## src/rtl/teclado_matricial.sv

```systemverilog
// 4x4 matrix keypad scanner: drives one column low at a time, synchronizes the
// active-low rows, debounces press and release, and reports the accepted key code.
module teclado_matricial #(
  parameter int unsigned SCAN_DIV        = 1000,
  parameter int unsigned DEBOUNCE_CYCLES = 200000
) (
  input  logic       clk,
  input  logic       reset,
  input  logic [3:0] fila,
  output logic [3:0] columna,
  output logic [4:0] digito,
  output logic       cambio_digito,
  output logic       tecla_presionada
);

  localparam int unsigned CNT_MAX = (SCAN_DIV > DEBOUNCE_CYCLES) ? SCAN_DIV : DEBOUNCE_CYCLES;
  localparam int unsigned CW      = (CNT_MAX > 1) ? $clog2(CNT_MAX) : 1;

  localparam logic [CW-1:0] SCAN_LAST = CW'(SCAN_DIV - 1);
  localparam logic [CW-1:0] DB_LAST   = CW'(DEBOUNCE_CYCLES - 1);

  localparam logic [2:0] ST_SCAN         = 3'd0;
  localparam logic [2:0] ST_DEBOUNCE     = 3'd1;
  localparam logic [2:0] ST_PRESSED      = 3'd2;
  localparam logic [2:0] ST_WAIT_RELEASE = 3'd3;
  localparam logic [2:0] ST_RELEASE_DB   = 3'd4;

  localparam logic [3:0] ROWS_IDLE = 4'b1111;
  localparam logic [3:0] COL_FIRST = 4'b1110;
  localparam logic [4:0] NO_KEY    = 5'd16;

  logic [3:0]    fila_meta_q, fila_s_q;
  logic [2:0]    state_q, state_d;
  logic [CW-1:0] cnt_q, cnt_d;
  logic [3:0]    col_q, col_d;
  logic [3:0]    row_q, row_d;
  logic [4:0]    digito_q, digito_d;
  logic          cambio_q, cambio_d;
  logic          tecla_q, tecla_d;

  // True when exactly one line of an active-low pattern is asserted.
  function automatic logic one_low(input logic [3:0] p);
    return (p == 4'b1110) || (p == 4'b1101) || (p == 4'b1011) || (p == 4'b0111);
  endfunction

  // Index of the single low bit of a one-cold pattern.
  function automatic logic [1:0] low_index(input logic [3:0] p);
    logic [1:0] idx;
    idx = 2'd0;
    case (p)
      4'b1101: idx = 2'd1;
      4'b1011: idx = 2'd2;
      4'b0111: idx = 2'd3;
      default: idx = 2'd0;
    endcase
    return idx;
  endfunction

  // Keypad legend: rows 1 2 3 A / 4 5 6 B / 7 8 9 C / * 0 # D.
  function automatic logic [4:0] key_code(input logic [1:0] r, input logic [1:0] c);
    logic [4:0] code;
    code = NO_KEY;
    case ({r, c})
      4'd0:  code = 5'd1;
      4'd1:  code = 5'd2;
      4'd2:  code = 5'd3;
      4'd3:  code = 5'd10;
      4'd4:  code = 5'd4;
      4'd5:  code = 5'd5;
      4'd6:  code = 5'd6;
      4'd7:  code = 5'd11;
      4'd8:  code = 5'd7;
      4'd9:  code = 5'd8;
      4'd10: code = 5'd9;
      4'd11: code = 5'd12;
      4'd12: code = 5'd14;
      4'd13: code = 5'd0;
      4'd14: code = 5'd15;
      4'd15: code = 5'd13;
      default: code = NO_KEY;
    endcase
    return code;
  endfunction

  // Two-flop synchronizer for the asynchronous row inputs.
  always_ff @(posedge clk or posedge reset) begin
    if (reset) begin
      fila_meta_q <= ROWS_IDLE;
      fila_s_q    <= ROWS_IDLE;
    end else begin
      fila_meta_q <= fila;
      fila_s_q    <= fila_meta_q;
    end
  end

  // State, counter, latched key position and registered outputs.
  always_ff @(posedge clk or posedge reset) begin
    if (reset) begin
      state_q  <= ST_SCAN;
      cnt_q    <= '0;
      col_q    <= COL_FIRST;
      row_q    <= ROWS_IDLE;
      digito_q <= NO_KEY;
      cambio_q <= 1'b0;
      tecla_q  <= 1'b0;
    end else begin
      state_q  <= state_d;
      cnt_q    <= cnt_d;
      col_q    <= col_d;
      row_q    <= row_d;
      digito_q <= digito_d;
      cambio_q <= cambio_d;
      tecla_q  <= tecla_d;
    end
  end

  // Scan/debounce sequencing; the column only rotates when no key is being tracked.
  always_comb begin
    state_d  = state_q;
    cnt_d    = cnt_q;
    col_d    = col_q;
    row_d    = row_q;
    digito_d = digito_q;
    cambio_d = 1'b0;
    case (state_q)
      ST_SCAN: begin
        if (cnt_q == SCAN_LAST) begin
          cnt_d = '0;
          if (one_low(fila_s_q)) begin
            row_d   = fila_s_q;
            state_d = ST_DEBOUNCE;
          end else begin
            col_d = {col_q[2:0], col_q[3]};
          end
        end else begin
          cnt_d = cnt_q + CW'(1);
        end
      end
      ST_DEBOUNCE: begin
        if (fila_s_q != row_q) begin
          state_d = ST_SCAN;
          cnt_d   = '0;
          col_d   = {col_q[2:0], col_q[3]};
        end else if (cnt_q == DB_LAST) begin
          state_d = ST_PRESSED;
          cnt_d   = '0;
        end else begin
          cnt_d = cnt_q + CW'(1);
        end
      end
      ST_PRESSED: begin
        digito_d = key_code(low_index(row_q), low_index(col_q));
        cambio_d = 1'b1;
        state_d  = ST_WAIT_RELEASE;
      end
      ST_WAIT_RELEASE: begin
        if (fila_s_q == ROWS_IDLE) begin
          state_d = ST_RELEASE_DB;
          cnt_d   = '0;
        end
      end
      ST_RELEASE_DB: begin
        if (fila_s_q != ROWS_IDLE) begin
          state_d = ST_WAIT_RELEASE;
          cnt_d   = '0;
        end else if (cnt_q == DB_LAST) begin
          state_d = ST_SCAN;
          cnt_d   = '0;
          col_d   = {col_q[2:0], col_q[3]};
        end else begin
          cnt_d = cnt_q + CW'(1);
        end
      end
      default: begin
        state_d = ST_SCAN;
        cnt_d   = '0;
      end
    endcase
    tecla_d = (state_d == ST_PRESSED) || (state_d == ST_WAIT_RELEASE) ||
              (state_d == ST_RELEASE_DB);
  end

  assign columna          = col_q;
  assign digito           = digito_q;
  assign cambio_digito    = cambio_q;
  assign tecla_presionada = tecla_q;

endmodule

```

## config.mk

```make
export PLATFORM = sky130hd
export DESIGN_NAME = teclado_matricial
export DESIGN_NICKNAME = d
export VERILOG_FILES = /design/src/rtl/teclado_matricial.sv
export SDC_FILE = /design/constraint.sdc
export NUM_CORES = 1
export LEC_CHECK = 0
export ABC_AREA = 1
export CAP_MARGIN = 10
export CORE_MARGIN = 4
export CORE_UTILIZATION = 63
export CTS_BUF_LIST = sky130_fd_sc_hd__clkbuf_4
export CTS_CLUSTER_SIZE = 8
export DETAILED_ROUTE_END_ITERATION = 6
export PLACE_DENSITY = 0.83
export SYNTH_ARGS = -nofsm -noshare
export SYNTH_HDL_FRONTEND = slang
export SYNTH_SLANG_ARGS = --single-unit
```

## constraint.sdc

```tcl
create_clock -name clk -period 3.4 [get_ports clk]
set_clock_uncertainty 0.15 [all_clocks]
set_input_delay 1.02 -clock clk [delete_from_list [all_inputs] [get_ports clk]]
set_output_delay 1.02 -clock clk [all_outputs]
set_load 0.01 [all_outputs]
```

==> results of run 1 <==
## power breakdown
group	internal, mW	switching [mW]	total [mW]
combinational	0.0102	0.0195	0.0297
sequential	0.533	0.00343	0.536
clock	0.157	0.180	0.337
## sequential cells by signal (all words and copies together), names as in the netlist
register	flops
cambio_digito	1
cnt_q	18
columna	4
digito	5
fila_meta_q	4
fila_s_q	4
row_q	4
state_q	3
tecla_presionada	1
## metrics by stage
stage,setup WS (ns),cells
after floorplan,1.23,358
after global placement,1.15,422
after global routing,0.685,430
after detailed placement,1.13,422
final,0.730,430
after CTS,0.720,430
## worst reg2reg max path: cells and delay by family (launching register included)
family	cells	cell delay, ns
buffers and inverters	1	0.18
AOI/OAI and AO/OA	2	0.63
and+or+nand+nor	4	0.27
adders and majority gates	1	0.23
DFF	1	0.59
## cells by family (layout without fill, tap and decap cells)
kind of cell	Yosys count	count (layout)	synth area share, %
AND/OR/NAND/NOR	205	205	34.9
buffers and inverters	66	90	9.93
flip-flops	44	44	43.6
AO/OA/AOI/OAI	28	28	5.55
XOR/XNOR	9	9	3.07
adder cells (fa/ha/maj)	6	6	2.92
## metal layers
metal  GRT usage, %  wire [um]
met5              0          0
met1           29.3       2310
met3           4.49        249
met4           6.05         50
met2           34.5       2220
## cell usage after synthesis, types with 3 or more instances
master	instances
sky130_fd_sc_hd__a21oi_1	4
sky130_fd_sc_hd__nand2_2	5
sky130_fd_sc_hd__ha_1	6
sky130_fd_sc_hd__xor2_1	6
sky130_fd_sc_hd__nor3_1	7
sky130_fd_sc_hd__dfrtp_1	28
sky130_fd_sc_hd__nand2_1	112
sky130_fd_sc_hd__o21ai_1	3
sky130_fd_sc_hd__nor2_2	3
sky130_fd_sc_hd__inv_1	64
sky130_fd_sc_hd__dfstp_2	16
sky130_fd_sc_hd__nand4_1	9
sky130_fd_sc_hd__nor2_1	42
sky130_fd_sc_hd__nand3_1	20
sky130_fd_sc_hd__xnor2_1	3
sky130_fd_sc_hd__nor2_4	3
sky130_fd_sc_hd__o21ai_0	20
## layout make-up
type | count | area, um2
clock buffers | 5 | 37.5
repair buffers | 17 | 168
fillers | 305 | 927
inverters | 65 | 244
clock inverters | 3 | 46.3
well taps | 48 | 60.1
flip-flops and latches | 44 | 1120
multi-input cells | 248 | 1190
## worst paths after layout
path                                      from          end  cells after the start
min in group asynchronous                reset    digito[0]                      2
worst min-delay path            fila_meta_q[2]  fila_s_q[2]                      0
worst max-delay path                columna[3]   columna[3]                      1
worst max register to register      columna[1]    digito[1]                      8
worst min register to register  fila_meta_q[2]  fila_s_q[2]                      0
max in group asynchronous                reset   columna[1]                      3
==> out/results.md, run 1 <==
- Leakage: 1.52 nW
- Iteration-0 DRC Markers: 131
- core box area: 3800 um2
- PnR Total Power: 903 uW
- antenna fix cells: 0
- CTS Buf Count: 5
- overall via count from detail_route: 2235
- DIE HEIGHT: 71.9 um
- clock tree from TritonCTS: yes
- Tmin final: 2.67 ns
- setup fix buffers added after clock tree synthesis: 0
- share of Yosys cell area claimed by the top area cell type: 27.3%
- Worst R2R Setup Slack: 1.25 ns
- buffer and inverter count on the worst path: 1
- utilization after layout: 75.6%
- status: completed
- clock network latency to the later pin of the worst-skew pair: 0.36 ns
- H-Tree Depth: 2
- slowest stage delay, CP: 0.60 ns
- post-synth cell types: 24
- setup violation total in the final timing report: 0
- final setup TNS: 0 ns
- area of the mapped netlist: 2570 um2
- first-pass detailed-route iteration total: 4
- final slew viol count: 0
- max cap viols: 0
- required time at the worst-slack endpoint: 2.23 ns
- Post-layout nets: 393
- predominant post-synthesis flop cell: sky130_fd_sc_hd__dfrtp_1
- Post-CTS Hold Buffers: 0
- total of flip-flops plus latches after synthesis: 44
- Final Wtd Congestion: 0.929
- cell type group with the largest total delay on the critical path: flip-flops
- syn nets: 370
- class of the most critical setup path: reg2out
- Final Hold Violating Endpoints: 0
- total number of placement rows: 22
- fraction of layout cells with a size suffix above 1: 10.7%
- Clock transition at path regs: 0.13 ns
- post-synthesis sequential area ratio: 43.6%
- power per cell area: 314 nW/um2
- count of port buffers added during placement: 16
- kind of path behind the tightest hold check: reg2reg
- area growth from synthesis to layout: 11.7%
- number of warnings reported in the yosys synthesis log: 0
- largest cells by area after synthesis: sky130_fd_sc_hd__dfrtp_1 (27%), sky130_fd_sc_hd__dfstp_2 (16%), sky130_fd_sc_hd__nand2_1 (16%)
- Critical Path Sink Type: output pin
- total routed wirelength: 4830 um
- most frequent cells in the layout: sky130_fd_sc_hd__nand2_1 (112), sky130_fd_sc_hd__inv_1 (63), sky130_fd_sc_hd__nor2_1 (42)
- detailed-placement wirelength estimate: 3720 um
- worst-case hold slack: 0.216 ns
- Total GRT Usage: 21.4%
- leftover overflow at the end of global routing: 0
- worst rel slew slack: 55.3%
- Gates resized, CTS repair: 0
- Initial Util: 67.7%
- antenna violations before repair: 0
- ratio of routed vias to standard cells: 5.20
- CP Max Fanout: 6
- commonest non-fill, non-tap cell in the layout: sky130_fd_sc_hd__nand2_1
- final instance area: 2870 um2
- pin count of the biggest net entering global routing: 33
- dominant cell type by area after synthesis: sky130_fd_sc_hd__dfrtp_1
- worst-case vdd ir drop: 0.306 mV
- wire length of the first global-routing pass: 8910 um
- # clock sinks: 44
- Max stage delay cell, worst path: sky130_fd_sc_hd__dfstp_2
- average wire length per cell after detail routing: 11.2 um
- maximum count of clock buffers along a single path: 2
- Boundary Pins: 17
- FFs w/ async S/R, synth: 100%
- number of synthesized flops with an enable pin: 0
- Avg Synthesized Cell Area: 7.18 um2
- setup repair after global routing missed its margin: no
- highest clock frequency the design can meet: 374 MHz
- die footprint: 5170 um2
- pin slew with the least headroom to its limit: 0.663 ns
- overall die width: 71.9 um
- antenna viol nets, final: 0
- post-placement cell area: 2790 um2
- Synth Instances: 358
- buffer cell driving the clock tree root: sky130_fd_sc_hd__clkbuf_4
- kind of start point of the critical path: register
- total DRC errors in the routed layout: 0
- critical path arrival: 1.50 ns
- Cell Chain, Critical Path: clkdlybuf4s50_1
- post-route fraction of the period consumed by the critical path: 78.5%
- via count of the first global-routing pass: 2054
Power figures use the tool's default switching activity.
==> inputs of run 2 (changes only) <==
--- a/config.mk
+++ b/config.mk
@@ -8,11 +8,11 @@
 export ABC_AREA = 1
 export CAP_MARGIN = 10
 export CORE_MARGIN = 4
-export CORE_UTILIZATION = 63
+export CORE_UTILIZATION = 61
 export CTS_BUF_LIST = sky130_fd_sc_hd__clkbuf_4
 export CTS_CLUSTER_SIZE = 8
 export DETAILED_ROUTE_END_ITERATION = 6
-export PLACE_DENSITY = 0.83
+export PLACE_DENSITY = 0.81
 export SYNTH_ARGS = -nofsm -noshare
 export SYNTH_HDL_FRONTEND = slang
 export SYNTH_SLANG_ARGS = --single-unit
==> constraint.sdc (replaced) <==
create_clock -name clk -period 2.5 [get_ports clk]
set_clock_uncertainty 0.15 [all_clocks]
set_input_delay 0.75 -clock clk [delete_from_list [all_inputs] [get_ports clk]]
set_output_delay 0.75 -clock clk [all_outputs]
set_load 0.01 [all_outputs]
==> run 2 against run 1 <==
  * Worst setup slack lost 0.64 ns
  * Global-route usage grew 0.53 points
  * Worst hold slack lost 0.0042 ns
  * Non-clock buffer count is the same
  * Sequential power grew 36%
  * Largest cell class unchanged
  * Power grew 23%
  * Flip-flop and latch count is the same
  * Clock power is essentially flat
  * Die area grew 2.9%
  * Combinational power grew 46%
  * Routed wire length grew 5.7%
  * Final cell count grew 0.47%
==> out/results.md, run 2 (same netlist as run 1, synthesis figures left out) <==
- maximum count of clock buffers along a single path: 2, unchanged
- Initial Util: 63.8%, -3.9 points
- setup repair after global routing missed its margin: no
- Final Hold Violating Endpoints: 0, unchanged
- Gates resized, CTS repair: 0, unchanged
- power per cell area: 388 nW/um2, +23%
- worst-case vdd ir drop: 0.334 mV, +9.3%
- fraction of layout cells with a size suffix above 1: 10.2%, -0.52 points
- status: completed
- antenna violations before repair: 0, unchanged
- max reg flops: 18, unchanged
- overall die width: 72.9 um, +1.4%
- kind of start point of the critical path: register
- detailed-placement wirelength estimate: 3780 um, +1.6%
- clock network latency to the later pin of the worst-skew pair: 0.36 ns, about the same
- Max stage delay cell, worst path: sky130_fd_sc_hd__dfstp_2
- average wire length per cell after detail routing: 11.8 um, +5.2%
- die footprint: 5320 um2, +2.9%
- PnR Total Power: 1.11 mW, +23%
- post-layout worst setup margin: 0.0934 ns, -0.636 ns
- H-Tree Depth: 2, unchanged
- setup fix buffers added after clock tree synthesis: 0, unchanged
- commonest non-fill, non-tap cell in the layout: sky130_fd_sc_hd__nand2_1
- worst-case hold slack: 0.212 ns, -0.00424 ns
- clock tree from TritonCTS: yes
- wire length of the first global-routing pass: 9050 um, +1.5%
- source of the worst hold timing path: fila_meta_q[1]
- Boundary Pins: 17, unchanged
- most frequent cells in the layout: sky130_fd_sc_hd__nand2_1 (112), sky130_fd_sc_hd__inv_1 (63), sky130_fd_sc_hd__nor2_1 (42)
- CTS Buf Count: 5, unchanged
- DIE HEIGHT: 72.9 um, +1.4%
- worst-case setup slack after placement: 0.327 ns, -0.807 ns
- total routed wirelength: 5110 um, +5.7%
- post-route fraction of the period consumed by the critical path: 96.3%
- first-pass detailed-route iteration total: 4, unchanged
- final slew viol count: 0, unchanged
- pin slew with the least headroom to its limit: 0.619 ns, -0.0441 ns
- cell type group with the largest total delay on the critical path: flip-flops
- buffer and inverter count on the worst path: 1, unchanged
- final setup TNS: 0 ns, unchanged
- overall via count from detail_route: 2227, -0.36%
- ratio of routed vias to standard cells: 5.16, -0.82%
- class of the most critical setup path: reg2out
- setup violation total in the final timing report: 0, unchanged
- final instance area: 2860 um2, -0.57%
- antenna fix cells: 0, unchanged
- pin count of the biggest net entering global routing: 45, +36%
- critical path launch point: columna[2]
- highest clock frequency the design can meet: 416 MHz
- Cell Chain, Critical Path: clkdlybuf4s50_1
- antenna viol nets, final: 0, unchanged
- via count of the first global-routing pass: 2102, +2.3%
- most flop-heavy register: cnt_q
- leftover overflow at the end of global routing: 0, unchanged
- reg-to-reg startpoint: columna[1]
- Total GRT Usage: 22.0%, +0.53 points
- total DRC errors in the routed layout: 0, unchanged
- Worst R2R Setup Slack: 0.32 ns, -0.93 ns
- area growth from synthesis to layout: 11.0%
- Final Wtd Congestion: 0.951, +2.4%
- core box area: 4030 um2, +6.1%
- Leakage: 1.52 nW, -0.43%
- count of port buffers added during placement: 16, unchanged
- Post-CTS Hold Buffers: 0, unchanged
- slowest stage delay, CP: 0.59 ns, about the same
- Tmin final: 2.41 ns
- buffer cell driving the clock tree root: sky130_fd_sc_hd__clkbuf_4
- Critical Path Sink Type: output pin
- worst rel slew slack: 58.3%, +3.0 points
- kind of path behind the tightest hold check: reg2reg
- # clock sinks: 44, unchanged
- Clock transition at path regs: 0.13 ns, about the same
- critical path arrival: 1.51 ns, about the same
- post-placement cell area: 2800 um2, +0.54%
- max cap viols: 0, unchanged
- CP Max Fanout: 5, -1
- total number of placement rows: 23, +4.5%
- Post-layout nets: 393, unchanged
- Iteration-0 DRC Markers: 166, +27%
- required time at the worst-slack endpoint: 1.60 ns, -0.63 ns
[run 2: cell count changes in the layout (fill, tap and decap cells not counted)]
cell                         change
sky130_fd_sc_hd__clkinv_1        +2
sky130_fd_sc_hd__buf_12          +1
sky130_fd_sc_hd__buf_4           -1
sky130_fd_sc_hd__bufinv_16       -1
sky130_fd_sc_hd__clkbuf_4        +1
sky130_fd_sc_hd__clkinvlp_4      -1
sky130_fd_sc_hd__inv_6           -1
[run 2: final timing paths]
check                      depth (start not counted)          end
setup / recovery                                   1   columna[2]
hold / removal                                     0  fila_s_q[1]
setup reg to reg                                   8    digito[1]
hold reg to reg                                    0  fila_s_q[1]
max in group asynchronous                          3     row_q[0]
min in group asynchronous                          3   state_q[2]
[run 2: metal layers]
| layer | vias to the layer above | routed length [um] | part of all wire [%] | GRT usage (%) |
|---|---|---|---|---|
| met5 | - | 0 | 0 | 0 |
| met4 | 0 | 77 | 1.5 | 7.99 |
| met3 | 10 | 281 | 5.5 | 5.23 |
| met2 | 58 | 2450 | 48 | 36.6 |
| met1 | 1020 | 2300 | 45 | 27.8 |
| li1 | 1139 | - | - | - |
[run 2: metrics by stage]
| step | utilization (%) | instances |
|---|---|---|
| 5_1_grt | 70.9 | 432 |
| 3_3_place_gp | 69.6 | 424 |
| 4_1_cts | 70.9 | 432 |
| 2_1_floorplan | - | 358 |
| 6_report | 70.9 | 432 |
| 3_5_place_dp | 69.6 | 424 |
[run 2: cell type report]
type | count | area, um2
multi-input cells | 248 | 1190
flip-flops and latches | 44 | 1120
clock buffers | 6 | 45.0
well taps | 50 | 62.6
clock inverters | 2 | 7.51
fillers | 346 | 1170
inverters | 65 | 244
repair buffers | 17 | 180
[run 2: power breakdown]
| part | internal [mW] | switching (mW) |
|---|---|---|
| combinational | 0.0161 | 0.0272 |
| sequential | 0.724 | 0.00448 |
| clock | 0.115 | 0.221 |
| total | 0.856 | 0.252 |
==> inputs of run 3 (changes only) <==
--- a/config.mk
+++ b/config.mk
@@ -7,12 +7,11 @@
 export LEC_CHECK = 0
 export ABC_AREA = 1
 export CAP_MARGIN = 10
-export CORE_MARGIN = 4
-export CORE_UTILIZATION = 61
+export CORE_UTILIZATION = 55
 export CTS_BUF_LIST = sky130_fd_sc_hd__clkbuf_4
 export CTS_CLUSTER_SIZE = 8
 export DETAILED_ROUTE_END_ITERATION = 6
-export PLACE_DENSITY = 0.81
+export PLACE_DENSITY = 0.74
 export SYNTH_ARGS = -nofsm -noshare
 export SYNTH_HDL_FRONTEND = slang
 export SYNTH_SLANG_ARGS = --single-unit
==> run 3 against run 2 <==
  * Global-route usage shrank 0.27 points
  * Flip-flop and latch count unchanged
  * Clock-buffer cell count shrank 1
  * Critical path type unchanged
  * Largest power group unchanged
  * Highest routed layer unchanged
  * Clock power increased by 7.1%
  * Register-to-register slack improved by 0.25 ns
  * Sequential power about the same
  * Final cell count rose by 0.69%
  * Power rose by 2.3%
  * Sequential share of layout area decreased by 0.22 points
==> out/results.md, run 3 (same netlist as run 1, synthesis figures left out) <==
- status: completed
- Tmin final: 2.39 ns, -0.0154 ns
- overall die width: 70.4 um, -3.5%
- total DRC errors in the routed layout: 0, unchanged
- leftover overflow at the end of global routing: 0, unchanged
- final setup TNS: 0 ns, unchanged
- kind of path behind the tightest hold check: reg2reg
- number of cells on the worst reg-to-reg path: 9, +1
- number of standard cells in the final layout excluding fillers: 435, +0.69%
- Leakage: 1.53 nW, +0.71%
- maximum count of clock buffers along a single path: 2, unchanged
- detailed-placement wirelength estimate: 3540 um, -6.4%
- critical path arrival: 1.49 ns, -0.02 ns
- Clock transition at path regs: 0.13 ns, about the same
- DIE HEIGHT: 70.4 um, -3.5%
- area growth from synthesis to layout: 11.7%
- clock tree from TritonCTS: yes
- required time at the worst-slack endpoint: 1.60 ns, about the same
- power per cell area: 395 nW/um2, +1.7%
- worst-case setup slack after placement: 0.512 ns, +0.185 ns
- antenna viol nets, final: 0, unchanged
- number of cells in the design after placement: 427, +0.71%
- cell type group with the largest total delay on the critical path: flip-flops
- ratio of routed vias to standard cells: 4.98, -3.4%
- Initial Util: 58.2%, -5.6 points
- fraction of layout cells with a size suffix above 1: 11.0%, +0.76 points
- Post-CTS Hold Buffers: 0, unchanged
- highest clock frequency the design can meet: 418 MHz, +0.64%
- Max stage delay cell, worst path: sky130_fd_sc_hd__dfstp_2
- Iteration-0 DRC Markers: 97, -42%
- antenna fix cells: 0, unchanged
- Reg-to-Reg End: digito[2]
- Total GRT Usage: 21.7%, -0.27 points
- worst-case vdd ir drop: 0.376 mV, +12%
- Final Hold Violating Endpoints: 0, unchanged
- Gates resized, CTS repair: 0, unchanged
- Final Wtd Congestion: 0.907, -4.6%
- # clock sinks: 44, unchanged
- wire length of the first global-routing pass: 8610 um, -4.9%
- setup violation total in the final timing report: 0, unchanged
- source of the worst hold timing path: fila_meta_q[3]
- total number of placement rows: 24, +4.3%
- final slew viol count: 0, unchanged
- CTS Buf Count: 5, unchanged
- Critical Path Sink Type: output pin
- core box area: 4410 um2, +9.6%
- count of port buffers added during placement: 16, unchanged
- setup repair after global routing missed its margin: no
- most flop-heavy register: cnt_q
- max reg flops: 18, unchanged
- pin count of the biggest net entering global routing: 45, unchanged
- CP Max Fanout: 6, +1
- Worst R2R Setup Slack: 0.57 ns, +0.25 ns
- average wire length per cell after detail routing: 10.9 um, -7.4%
- first-pass detailed-route iteration total: 4, unchanged
- pin slew with the least headroom to its limit: 0.409 ns, -0.211 ns
- setup fix buffers added after clock tree synthesis: 0, unchanged
- antenna violations before repair: 0, unchanged
- Boundary Pins: 17, unchanged
- slowest stage delay, CP: 0.59 ns, about the same
- kind of start point of the critical path: register
- buffer cell driving the clock tree root: sky130_fd_sc_hd__clkbuf_4
- post-route fraction of the period consumed by the critical path: 95.6%, -0.61 points
- buffer and inverter count on the worst path: 1, unchanged
- via count of the first global-routing pass: 1930, -8.2%
- max cap viols: 0, unchanged
- post-layout worst setup margin: 0.109 ns, +0.0154 ns
- total routed wirelength: 4760 um, -6.8%
- die footprint: 4950 um2, -6.9%
- Post-layout nets: 394, +0.25%
- commonest non-fill, non-tap cell in the layout: sky130_fd_sc_hd__nand2_1
- Cell Chain, Critical Path: clkdlybuf4s50_1
- overall via count from detail_route: 2166, -2.7%
- worst hold stages: 0, unchanged
- worst rel slew slack: 72.6%, +14 points
- hold-critical path endpoint: fila_s_q[3]
- worst-case hold slack: 0.216 ns, +0.00467 ns
- class of the most critical setup path: reg2out
- most frequent cells in the layout: sky130_fd_sc_hd__nand2_1 (112), sky130_fd_sc_hd__inv_1 (63), sky130_fd_sc_hd__nor2_1 (42)
- reg-to-reg startpoint: columna[2]
- clock network latency to the later pin of the worst-skew pair: 0.37 ns, about the same
- H-Tree Depth: 2, unchanged
## run 3: cell types whose count changed in the layout (fill, tap and decap cells not counted), sizes merged
cell	previous run	this run
buf	1	2
clkbuf	6	5
clkinv	3	2
inv	64	66
## run 3: routing by layer
metal	up-vias	GRT usage, %	share of wire (%)
met5	-	0	0
met4	0	6.67	1.5
met3	6	4.33	2.5
met2	29	34.4	46
met1	986	29.9	50
li1	1145	-	-
## run 3: where the power goes
| part | switching [mW] | total, mW | internal (mW) |
|---|---|---|---|
| sequential | 0.00470 | 0.729 | 0.725 |
| combinational | 0.0274 | 0.0435 | 0.0161 |
| clock | 0.247 | 0.360 | 0.113 |
| total | 0.279 | 1.13 | 0.854 |
## run 3: worst max path at each step
stage,startpoint,endpoint,slack (ns),cells after the start
2_1_floorplan,reset,cambio_digito,0.60,1
3_3_place_gp,columna[3],columna[3],0.52,1
3_5_place_dp,columna[3],columna[3],0.51,1
4_1_cts,columna[3],columna[3],0.1,1
5_1_grt,columna[2],columna[2],0.05,1
6_report,columna[3],columna[3],0.11,1
## run 3: area by class of cell
type	count	area [um2]
Clock buffer	5	37.5
Inverter	65	244
Timing Repair Buffer	18	188
Tap cell	52	65.1
Fill cell	417	1540
Sequential cell	44	1120
Multi-Input combinational cell	248	1190
Clock inverter	3	21.3
## run 3: worst reg2reg max path, cell delays in order, from the launching register on
cell and delay (ns):
sky130_fd_sc_hd__dfstp_2 0.59, sky130_fd_sc_hd__nand2_1 0.08, sky130_fd_sc_hd__a21oi_1 0.31, sky130_fd_sc_hd__inv_1 0.14, sky130_fd_sc_hd__ha_1 0.22, sky130_fd_sc_hd__inv_1 0.05
sky130_fd_sc_hd__nand2_1 0.04, sky130_fd_sc_hd__nand2_1 0.10, sky130_fd_sc_hd__a21oi_1 0.04, sky130_fd_sc_hd__o21ai_0 0.14
## run 3: through the flow
step                      total power, mW  util (%)  cell area, um2
after global routing                 1.18      65.1            2870
after detailed placement            0.787      63.7            2810
final                                1.13      65.1            2870
after CTS                            1.15      65.1            2870
after floorplan                     0.766         -            2570
after global placement              0.785      63.7            2810
